## config.mk

```make
export PLATFORM = sky130hd
export DESIGN_NAME = adc_conv_sequencer_flat
export DESIGN_NICKNAME = d
export VERILOG_FILES = /design/src/rtl/adc_conv_sequencer_if.sv /design/src/rtl/adc_conv_sequencer.sv /design/src/flat_wrapper.sv
export SDC_FILE = /design/constraint.sdc
export NUM_CORES = 1
export LEC_CHECK = 0
export ABC_AREA = 1
export BUFFER_PORTS_ARGS = -buffer_cell sky130_fd_sc_hd__buf_2
export CORE_MARGIN = 10
export CORE_UTILIZATION = 44
export CTS_CLUSTER_DIAMETER = 60
export DETAILED_ROUTE_END_ITERATION = 7
export PLACE_DENSITY_LB_ADDON = 0.25
export SLEW_MARGIN = 15
export SYNTH_ARGS = -nofsm -noshare
export SYNTH_HDL_FRONTEND = slang
export SYNTH_SLANG_ARGS = --single-unit
```

## constraint.sdc

```tcl
create_clock -name clk -period 4.7 [get_ports clk]
set_input_delay 0.47 -clock clk [delete_from_list [all_inputs] [get_ports clk]]
set_output_delay 0.47 -clock clk [all_outputs]
set_load 0.01 [all_outputs]
```

## src/rtl/adc_conv_sequencer_if.sv

```systemverilog
// ADC conversion port and result-FIFO read port of the conversion sequencer.
// master = sequencer side, slave = ADC / FIFO consumer side.
interface adc_conv_sequencer_if #(
  parameter int FIFO_DEPTH = 4
);
  localparam int LW = $clog2(FIFO_DEPTH) + 1;

  logic          adc_start_out;
  logic [15:0]   adc_config_1_out;
  logic [15:0]   adc_config_2_out;
  logic [15:0]   adc_result_in;
  logic          adc_finished_in;
  logic [15:0]   data_out;
  logic          data_valid_out;
  logic          data_ready_in;
  logic [LW-1:0] fifo_level_out;

  modport master (
    output adc_start_out, adc_config_1_out, adc_config_2_out,
           data_out, data_valid_out, fifo_level_out,
    input  adc_result_in, adc_finished_in, data_ready_in
  );

  modport slave (
    input  adc_start_out, adc_config_1_out, adc_config_2_out,
           data_out, data_valid_out, fifo_level_out,
    output adc_result_in, adc_finished_in, data_ready_in
  );
endinterface

```

## src/rtl/adc_conv_sequencer.sv

```systemverilog
// Host-side SAR-ADC sequencer: periodic/single-shot conversion issue, async finish
// synchronisation, timeout abort and a small valid/ready result FIFO.
module adc_conv_sequencer #(
  parameter int FIFO_DEPTH     = 4,
  parameter int START_CYCLES   = 2,
  parameter int TIMEOUT_CYCLES = 4096
) (
  input  logic                 clk,
  input  logic                 rst_n,
  input  logic                 enable_in,
  input  logic                 single_in,
  input  logic                 clear_in,
  input  logic [15:0]          period_in,
  input  logic [15:0]          config_1_in,
  input  logic [15:0]          config_2_in,
  adc_conv_sequencer_if.master bus,
  output logic                 busy_out,
  output logic                 overrun_out,
  output logic                 timeout_out
);
  localparam int AW = $clog2(FIFO_DEPTH);
  localparam int LW = AW + 1;
  localparam int SW = (START_CYCLES > 1) ? $clog2(START_CYCLES) : 1;
  localparam int TW = $clog2(TIMEOUT_CYCLES + 1);

  typedef enum logic [1:0] {IDLE, START, WAIT, CAPTURE} state_e;
  typedef struct packed {
    logic [15:0] cfg1;
    logic [15:0] cfg2;
  } cfg_t;

  logic                           fin_meta_q, fin_s_q, fin_s_d_q, fin_rise;
  logic                           en_prev_q, trig_per, trigger, take;
  logic [15:0]                    per_cnt_q, per_cnt_d;
  logic                           pending_q, pending_d;
  state_e                         state_q, state_d;
  logic                           start_q, start_d, busy_q, busy_d;
  logic [SW-1:0]                  st_cnt_q, st_cnt_d;
  logic [TW-1:0]                  tmo_cnt_q, tmo_cnt_d;
  logic                           tmo_hit, tmo_evt, push;
  logic                           fin_seen_q, fin_seen_d;
  cfg_t                           cfg_q, cfg_d;
  logic [FIFO_DEPTH-1:0][15:0]    mem_q, mem_d;
  logic [AW-1:0]                  wr_ptr_q, wr_ptr_d, rd_ptr_q, rd_ptr_d;
  logic [LW-1:0]                  level_q, level_d;
  logic                           pop, full, push_ok, ovr_evt;
  logic                           ovr_q, ovr_d, tmo_q, tmo_d;

  assign fin_rise = fin_s_q & ~fin_s_d_q;

  // Down-counter trigger; enable rising preloads 0 so the first trigger is next cycle.
  always_comb begin
    per_cnt_d = per_cnt_q;
    trig_per  = 1'b0;
    if (enable_in) begin
      if (!en_prev_q)               per_cnt_d = '0;
      else if (per_cnt_q == 16'd0) begin
        trig_per  = 1'b1;
        per_cnt_d = period_in;
      end else                      per_cnt_d = per_cnt_q - 16'd1;
    end
  end

  assign trigger   = trig_per | single_in;
  assign pending_d = (pending_q & ~take) | trigger;
  assign tmo_hit   = (tmo_cnt_q == TW'(TIMEOUT_CYCLES - 1));

  always_comb begin
    state_d    = state_q;
    start_d    = start_q;
    st_cnt_d   = st_cnt_q;
    tmo_cnt_d  = tmo_cnt_q;
    fin_seen_d = fin_seen_q;
    cfg_d      = cfg_q;
    take       = 1'b0;
    push       = 1'b0;
    tmo_evt    = 1'b0;
    case (state_q)
      IDLE: if (pending_q) begin
        take       = 1'b1;
        cfg_d      = '{cfg1: config_1_in, cfg2: config_2_in};
        state_d    = START;
        start_d    = 1'b1;
        st_cnt_d   = '0;
        tmo_cnt_d  = '0;
        fin_seen_d = 1'b0;
      end
      START: begin
        tmo_cnt_d = tmo_cnt_q + TW'(1);
        // A finish seen this early is held until WAIT is entered.
        if (fin_rise) fin_seen_d = 1'b1;
        if (tmo_hit) begin
          state_d = IDLE;
          start_d = 1'b0;
          tmo_evt = 1'b1;
        end else if (st_cnt_q == SW'(START_CYCLES - 1)) begin
          state_d = WAIT;
          start_d = 1'b0;
        end else st_cnt_d = st_cnt_q + SW'(1);
      end
      WAIT: begin
        tmo_cnt_d = tmo_cnt_q + TW'(1);
        if (fin_rise || fin_seen_q) state_d = CAPTURE;
        else if (tmo_hit) begin
          state_d = IDLE;
          tmo_evt = 1'b1;
        end
      end
      CAPTURE: begin
        push    = 1'b1;
        state_d = IDLE;
      end
      default: state_d = IDLE;
    endcase
  end

  assign busy_d = (state_d != IDLE);

  // FIFO: a push while full is only accepted when the head leaves in the same cycle.
  always_comb begin
    pop      = (level_q != '0) & bus.data_ready_in;
    full     = (level_q == LW'(FIFO_DEPTH));
    push_ok  = push & (~full | pop);
    ovr_evt  = push & full & ~pop;
    mem_d    = mem_q;
    if (push_ok) mem_d[wr_ptr_q] = bus.adc_result_in;
    wr_ptr_d = wr_ptr_q + AW'(push_ok);
    rd_ptr_d = rd_ptr_q + AW'(pop);
    level_d  = level_q + LW'(push_ok) - LW'(pop);
    ovr_d    = ovr_evt | (ovr_q & ~clear_in);
    tmo_d    = tmo_evt | (tmo_q & ~clear_in);
  end

  always_ff @(posedge clk or negedge rst_n) begin
    if (!rst_n) begin
      fin_meta_q <= 1'b0;
      fin_s_q    <= 1'b0;
      fin_s_d_q  <= 1'b0;
      en_prev_q  <= 1'b0;
      per_cnt_q  <= '0;
      pending_q  <= 1'b0;
      state_q    <= IDLE;
      start_q    <= 1'b0;
      busy_q     <= 1'b0;
      st_cnt_q   <= '0;
      tmo_cnt_q  <= '0;
      fin_seen_q <= 1'b0;
      cfg_q      <= '0;
      mem_q      <= '0;
      wr_ptr_q   <= '0;
      rd_ptr_q   <= '0;
      level_q    <= '0;
      ovr_q      <= 1'b0;
      tmo_q      <= 1'b0;
    end else begin
      fin_meta_q <= bus.adc_finished_in;
      fin_s_q    <= fin_meta_q;
      fin_s_d_q  <= fin_s_q;
      en_prev_q  <= enable_in;
      per_cnt_q  <= per_cnt_d;
      pending_q  <= pending_d;
      state_q    <= state_d;
      start_q    <= start_d;
      busy_q     <= busy_d;
      st_cnt_q   <= st_cnt_d;
      tmo_cnt_q  <= tmo_cnt_d;
      fin_seen_q <= fin_seen_d;
      cfg_q      <= cfg_d;
      mem_q      <= mem_d;
      wr_ptr_q   <= wr_ptr_d;
      rd_ptr_q   <= rd_ptr_d;
      level_q    <= level_d;
      ovr_q      <= ovr_d;
      tmo_q      <= tmo_d;
    end
  end

  assign bus.adc_start_out    = start_q;
  assign bus.adc_config_1_out = cfg_q.cfg1;
  assign bus.adc_config_2_out = cfg_q.cfg2;
  assign bus.data_out         = mem_q[rd_ptr_q];
  assign bus.data_valid_out   = (level_q != '0);
  assign bus.fifo_level_out   = level_q;
  assign busy_out             = busy_q;
  assign overrun_out          = ovr_q;
  assign timeout_out          = tmo_q;
endmodule

```

## src/flat_wrapper.sv

```systemverilog
// flat-port wrapper written by rule: the top's interface ports become plain ports
module adc_conv_sequencer_flat 
#(
  parameter int FIFO_DEPTH     = 4,
  parameter int START_CYCLES   = 2,
  parameter int TIMEOUT_CYCLES = 4096
)
  (clk, rst_n, enable_in, single_in, clear_in, period_in, config_1_in, config_2_in, busy_out, overrun_out, timeout_out, bus_adc_start_out, bus_adc_config_1_out, bus_adc_config_2_out, bus_data_out, bus_data_valid_out, bus_fifo_level_out, bus_adc_result_in, bus_adc_finished_in, bus_data_ready_in);
  adc_conv_sequencer_if #(.FIFO_DEPTH(FIFO_DEPTH)) bus_i ();
  input  logic clk;
  input  logic rst_n;
  input  logic enable_in;
  input  logic single_in;
  input  logic clear_in;
  input  logic [15:0] period_in;
  input  logic [15:0] config_1_in;
  input  logic [15:0] config_2_in;
  output logic busy_out;
  output logic overrun_out;
  output logic timeout_out;
  output wire logic [$bits(bus_i.adc_start_out)-1:0] bus_adc_start_out;
  output wire logic [$bits(bus_i.adc_config_1_out)-1:0] bus_adc_config_1_out;
  output wire logic [$bits(bus_i.adc_config_2_out)-1:0] bus_adc_config_2_out;
  output wire logic [$bits(bus_i.data_out)-1:0] bus_data_out;
  output wire logic [$bits(bus_i.data_valid_out)-1:0] bus_data_valid_out;
  output wire logic [$bits(bus_i.fifo_level_out)-1:0] bus_fifo_level_out;
  input wire logic [$bits(bus_i.adc_result_in)-1:0] bus_adc_result_in;
  input wire logic [$bits(bus_i.adc_finished_in)-1:0] bus_adc_finished_in;
  input wire logic [$bits(bus_i.data_ready_in)-1:0] bus_data_ready_in;
  assign bus_adc_start_out = bus_i.adc_start_out;
  assign bus_adc_config_1_out = bus_i.adc_config_1_out;
  assign bus_adc_config_2_out = bus_i.adc_config_2_out;
  assign bus_data_out = bus_i.data_out;
  assign bus_data_valid_out = bus_i.data_valid_out;
  assign bus_fifo_level_out = bus_i.fifo_level_out;
  assign bus_i.adc_result_in = bus_adc_result_in;
  assign bus_i.adc_finished_in = bus_adc_finished_in;
  assign bus_i.data_ready_in = bus_data_ready_in;
  adc_conv_sequencer #(.FIFO_DEPTH(FIFO_DEPTH), .START_CYCLES(START_CYCLES), .TIMEOUT_CYCLES(TIMEOUT_CYCLES)) u_core (.clk(clk), .rst_n(rst_n), .enable_in(enable_in), .single_in(single_in), .clear_in(clear_in), .period_in(period_in), .config_1_in(config_1_in), .config_2_in(config_2_in), .bus(bus_i), .busy_out(busy_out), .overrun_out(overrun_out), .timeout_out(timeout_out));
endmodule
```

==> Word level (Yosys, flattened, before mapping) <==
Index checks and enable logic that the tools add are counted.
{ "totals": {"inputBits": 71, "regBits": 145, "elab_cells": 108, "out_inout_bits": 56} }
{ "classes": {"addsub": 7, "order_cmp": 3, "n_reduce_logical": 14, "n_mux": 34, "eq_ne": 9, "n_bitwise": 18} }
{ "op_table": {"columns": ["cell", "n"], "rows": [
  ["64-bit bitwise mux", 1],
  ["16-bit 2-to-1 mux", 4],
  ["16-bit binary-select mux with 2-bit select", 1],
  ["16-bit demux with 2-bit select", 1],
  ["13-bit case mux with 2 select lines", 1],
  ["16-bit logical NOT", 1],
  ["16-bit by 1-bit subtractor with 16-bit output (second input constant)", 1],
  ["1-bit 2-to-1 mux", 15],
  ["13-bit by 1-bit adder with 13-bit output (second input constant)", 1],
  ["13-bit by 12-bit equality test with 1-bit output (second input constant)", 1],
  ["13-bit 2-to-1 mux", 1],
  ["2-bit 2-to-1 mux", 5],
  ["3-bit AND reduction", 3],
  ["1-bit bitwise AND", 8],
  ["1-bit case mux with 2 select lines", 4],
  ["2-bit case mux with 4 select lines", 1],
  ["2-bit by 3-bit less-than comparator with 1-bit output (second input constant)", 2],
  ["2-bit nonzero test", 3],
  ["1-bit inverter", 5],
  ["1-bit bitwise OR", 5],
  ["2-bit by 1-bit adder with 2-bit output", 2],
  ["2-bit equality test (second input constant)", 2],
  ["2-bit by 1-bit inequality test with 1-bit output (second input constant)", 2],
  ["2-bit AND reduction", 2],
  ["13 further kinds", 13]
]} }

==> Longest topological paths before layout <==
{ "depth": {"ltp_word": 6, "depth_mapped": 10, "depth_no_buf": 10} }

==> Least setup slack after synthesis <==
OpenSTA, ideal clock, no wires.
{ "synth_path": {"kind": "register to register", "startpoint": "reg u_core.level_q[1], in the netlist u_core.bus.fifo_level_out[1]", "endpoint": "reg u_core.level_q[2], in the netlist u_core.bus.fifo_level_out[2]", "setup_time_ns": 0.123, "synth_period_minus_slack_ns": 1.796, "path_stages_with_launch": 9, "t_required_ns": 4.577, "n_path_buf": 0, "t_arrival_ns": 1.673, "path_slack_ns": 2.904, "cell_sequence": "dfrtp_1 > nor2_1 > a21oi_1 > ha_1 > inv_1 > ha_1 > inv_1 > fa_1 > xnor2_1"} }
{ "synth_via": {"elab_chain_cells": 6, "elab_cells_between_ends": 8, "cone_classes": "2 x add/sub; 1 x eq/ne; 4 x bitwise; 1 x reduce/logical"} }
{ "synth_rtl": {"columns": ["element", "line_no", "source"], "rows": [
  ["start, declared", "adc_conv_sequencer.sv:45", "logic [LW-1:0] level_q, level_d;"],
  ["start signal, assigned", "adc_conv_sequencer.sv:172", "level_q <= level_d;"],
  ["3-bit nonzero test or 3-bit equality test (tied branches)", "adc_conv_sequencer.sv:121, adc_conv_sequencer.sv:122", null],
  ["1-bit bitwise AND or 1-bit inverter (tied branches)", "adc_conv_sequencer.sv:121, adc_conv_sequencer.sv:123", null],
  ["1-bit bitwise OR", "adc_conv_sequencer.sv:123", "push_ok = push & (~full | pop);"],
  ["1-bit bitwise AND", "adc_conv_sequencer.sv:123", null],
  ["3-bit by 1-bit adder with 3-bit output", "adc_conv_sequencer.sv:129", "level_d = level_q + LW'(push_ok) - LW'(pop);"],
  ["3-bit by 1-bit subtractor with 3-bit output *", "adc_conv_sequencer.sv:129", null],
  ["net u_core.level_d[2]", "adc_conv_sequencer.sv:45", null]
]} }
The timed path passes the listed nets; every way through them passes the cells marked *.
A chain may end at the register's enable or synchronous reset.

==> Final worst setup path <==
{ "layout_path": {"startpoint": "reg u_core.rd_ptr_q[0]", "endpoint": "out bus_data_out[8]"} }
{ "layout_via": {"elab_chain_cells": 2} }
{ "layout_rtl": {"columns": ["element", "line_no", "source"], "rows": [
  ["start, declared", "adc_conv_sequencer.sv:44", "logic [AW-1:0] wr_ptr_q, wr_ptr_d, rd_ptr_q, rd_ptr_d;"],
  ["start signal, assigned", "adc_conv_sequencer.sv:171", "rd_ptr_q <= rd_ptr_d;"],
  ["16-bit binary-select mux with 2-bit select", "adc_conv_sequencer.sv:181", "assign bus.data_out = mem_q[rd_ptr_q];"],
  ["16-bit 2-to-1 mux (implied by the code)", "adc_conv_sequencer.sv:181", null],
  ["end, declared", "flat_wrapper.sv:24", "output wire logic [$bits(bus_i.data_out)-1:0] bus_data_out;"]
]} }
No other way between the ends. The select of a mux whose other input is x is not followed.

==> impl_metrics.ini <==
[status]
status = completed

[synth]
synth_cells = 813
syn-cell-area_um2 = 6730
yosys_register_bits = 145
syn-num-nets = 896
ys_types = 33
yosysSeqAreaShare_pct = 53.9
syn_avg_cell_area_um2 = 8.28
ys_warn_count = 0

[sta]
period_share_pct = 67.5
hold_viol = 0
max_freq_mhz = 315
worst_clock_skew_ns = 0.00873
finalSetupTns_ns = 0
setup_viol = 0
worst_slew_pin_slew_ns = 1.09
max_slew_margin_pct = 27.4
fin_hold_ws_ns = 0.155
min_period_ns = 3.17
final-max-slew-violation-count = 0
rsz0062_at_grt = no

[setup_path]
arrival_ns = 2.70
crit_family = flip-flops
slowest_stage = dfrtp_1
path_buf_inv = 2
crit_chain = inv_1, o21ai_0, o22ai_1, buf_2
end_kind = output port
r2r_slack_ns = 2.33
slowest_delay_ns = 0.99
crit_type = reg2out
crit_required_ns = 4.23
critPathLaunchType = flip-flop
path_max_fanout = 34

[floorplanning]
die-area_um2 = 20600
die_h_um = 144
initial_core_util_pct = 44.6
core.rowCount = 45
coreArea_um2 = 15100
io_pins = 127
dieWidth_um = 144

[cells_and_area]
post_route_cells_drive_above_1_share_pct = 18.5
final_cell_mix = nand2_1, dfrtp_1, buf_2
area_growth_pct = 20.2
final_nets = 1013
fillers = 1454
final_cell_area_um2 = 8090
antennaDiodeCount = 0
layout.cells.most_common = nand2_1

[job]
cap_violations = 0

[clock_network]
cts_max_level = 4
cts_tree = built
numCtsBuffers = 17
cts_hold_buf = 0
clkSlewWorstSetupHoldPaths_ns = 0.06
insertion_delay_ns = 0.42
cts_root_buf = clkbuf_16
clock_sinks = 145
post_cts_buffers = 0
cts_max_path_buffers = 2
cts_resized = 0

[power]
p_sw_uw = 2280
cellPowerDensity_nw_per_um2 = 706
pwr-share-seq_pct = 37.6
intPower_uw = 3430
p_comb_share_pct = 38.5
clkPwrFrac_pct = 23.8
p_leak_uw = 0.00423
peakVddDrop_v = 0.000291
swShare_pct = 39.9

[min_path]
hp-class = in2reg

[route]
vias = 5608
drt_pass1_iterations = 4
antenna_left = 0
drt_wl_total_um = 16000
initialDrtViolationCount = 313
wire_per_inst_um = 14.2
drc = 0
viasPerCell = 4.96

[global_route]
grt_pass1_wl_um = 26900
grt_pass1_vias = 5488
grt_max_degree = 108
grt-ovfl-total = 0
antenna_found_initial = 0
grt_usage_pct = 16.1

[place]
placed_cell_area_um2 = 7480
dpl.hpwl_um = 11100
gp_congestion = 0.833
port_buffers = 126
[synth_stat cells (all sizes together)]
master	n	area (µm²)
a22o	1	8.76
clkbuf	19	71.3
o21bai	1	7.51
fa	1	20.0
buf	11	67.6
dfrtp	145	3630
nand3	33	178
xor2	3	26.3
inv	73	274
o21ai	107	539
or2	4	25.0
o211ai	7	52.6
ha	11	138
xnor2	4	35.0
nor2	78	305
o21a	16	120
nand4	2	12.5
o22ai	19	119
nand2	260	996
a31oi	1	6.26
a21oi	10	50.1
o31ai	1	7.51
nand3b	2	15.0
o211a	1	10.0
nor3	3	20.0
[kinds of logic (layout without fill, tap and decap cells)]
kind of cell,after synthesis,count (layout),share of synthesized area (%)
xor gates and xnor gates,7,7,0.911
DFF,145,145,53.9
adders and majority gates,12,12,2.34
and+or+nand+nor,382,382,23.0
buffers and inverters,103,233,6.13
AOI/OAI and AO/OA,164,164,13.7
[flip-flops by register name (all words and copies together) (netlist names), 2 cells and up]
register / count
u_core.bus.adc_config_2_out: 16
u_core.per_cnt_q: 16
u_core.mem_q: 64
u_core.bus.adc_config_1_out: 16
u_core.rd_ptr_q: 2
u_core.tmo_cnt_q: 13
u_core.bus.fifo_level_out: 3
u_core.wr_ptr_q: 2
u_core.state_q: 2
[routing by layer]
layer  vias to the layer above  wire (µm)  track usage [%]
li1                       2848          -                -
met1                      2619       7440             21.3
met2                       123       7250             23.9
met3                        18       1120             5.64
met4                         0        236             5.48
met5                         -          0                0
[final timing paths]
path	end	depth (start not counted)	start
max in group asynchronous	u_core.mem_q[33]	2	rst_n
max	bus_data_out[8]	4	u_core.rd_ptr_q[0]
min in group asynchronous	u_core.mem_q[53]	1	rst_n
min	u_core.fin_meta_q	1	bus_adc_finished_in
min reg2reg	u_core.fin_s_q	0	u_core.fin_meta_q
max reg2reg	u_core.mem_q[33]	6	u_core.bus.fifo_level_out[1]
[per-stage QoR]
step | cells | worst slack [ns] | power (µW) | utilization, %
global route | 1131 | 1.11 | 6230 | 53.6
finish | 1131 | 1.53 | 5710 | 53.6
detailed placement | 1098 | 1.97 | 4400 | 49.6
floorplan | 813 | 2.90 | 3640 | -
global placement | 1098 | 2.05 | 4340 | 49.6
CTS | 1130 | 1.51 | 5780 | 53.5
[worst register-to-register path: cells and delay by family (launching register included)]
family / cells / cell delay, ns
simple gates: 4 / 1.10
compound gates: 1 / 0.56
buf+inv: 1 / 0.17
flops: 1 / 0.42
[layout make-up]
type | count | area, µm² | share of cell area, %
Inverter | 73 | 274 | 3.39
Clock inverter | 13 | 151 | 1.87
Clock buffer | 19 | 443 | 5.47
Timing Repair Buffer | 128 | 659 | 8.15
Multi-Input combinational cell | 565 | 2700 | 33.4
Sequential cell | 145 | 3630 | 44.8
Tap cell | 188 | 235 | 2.91
[power by group through the flow]
stage                     Sequential (µW)  Combinational, µW  Clock, µW
after floorplan                      2120               1530          0
after global placement               2150               2190          0
after detailed placement             2160               2240          0
after CTS                            2150               2240       1390
after global routing                 2230               2550       1450
final                                2150               2200       1360
No activity file was read; power rests on OpenSTA's default activity.
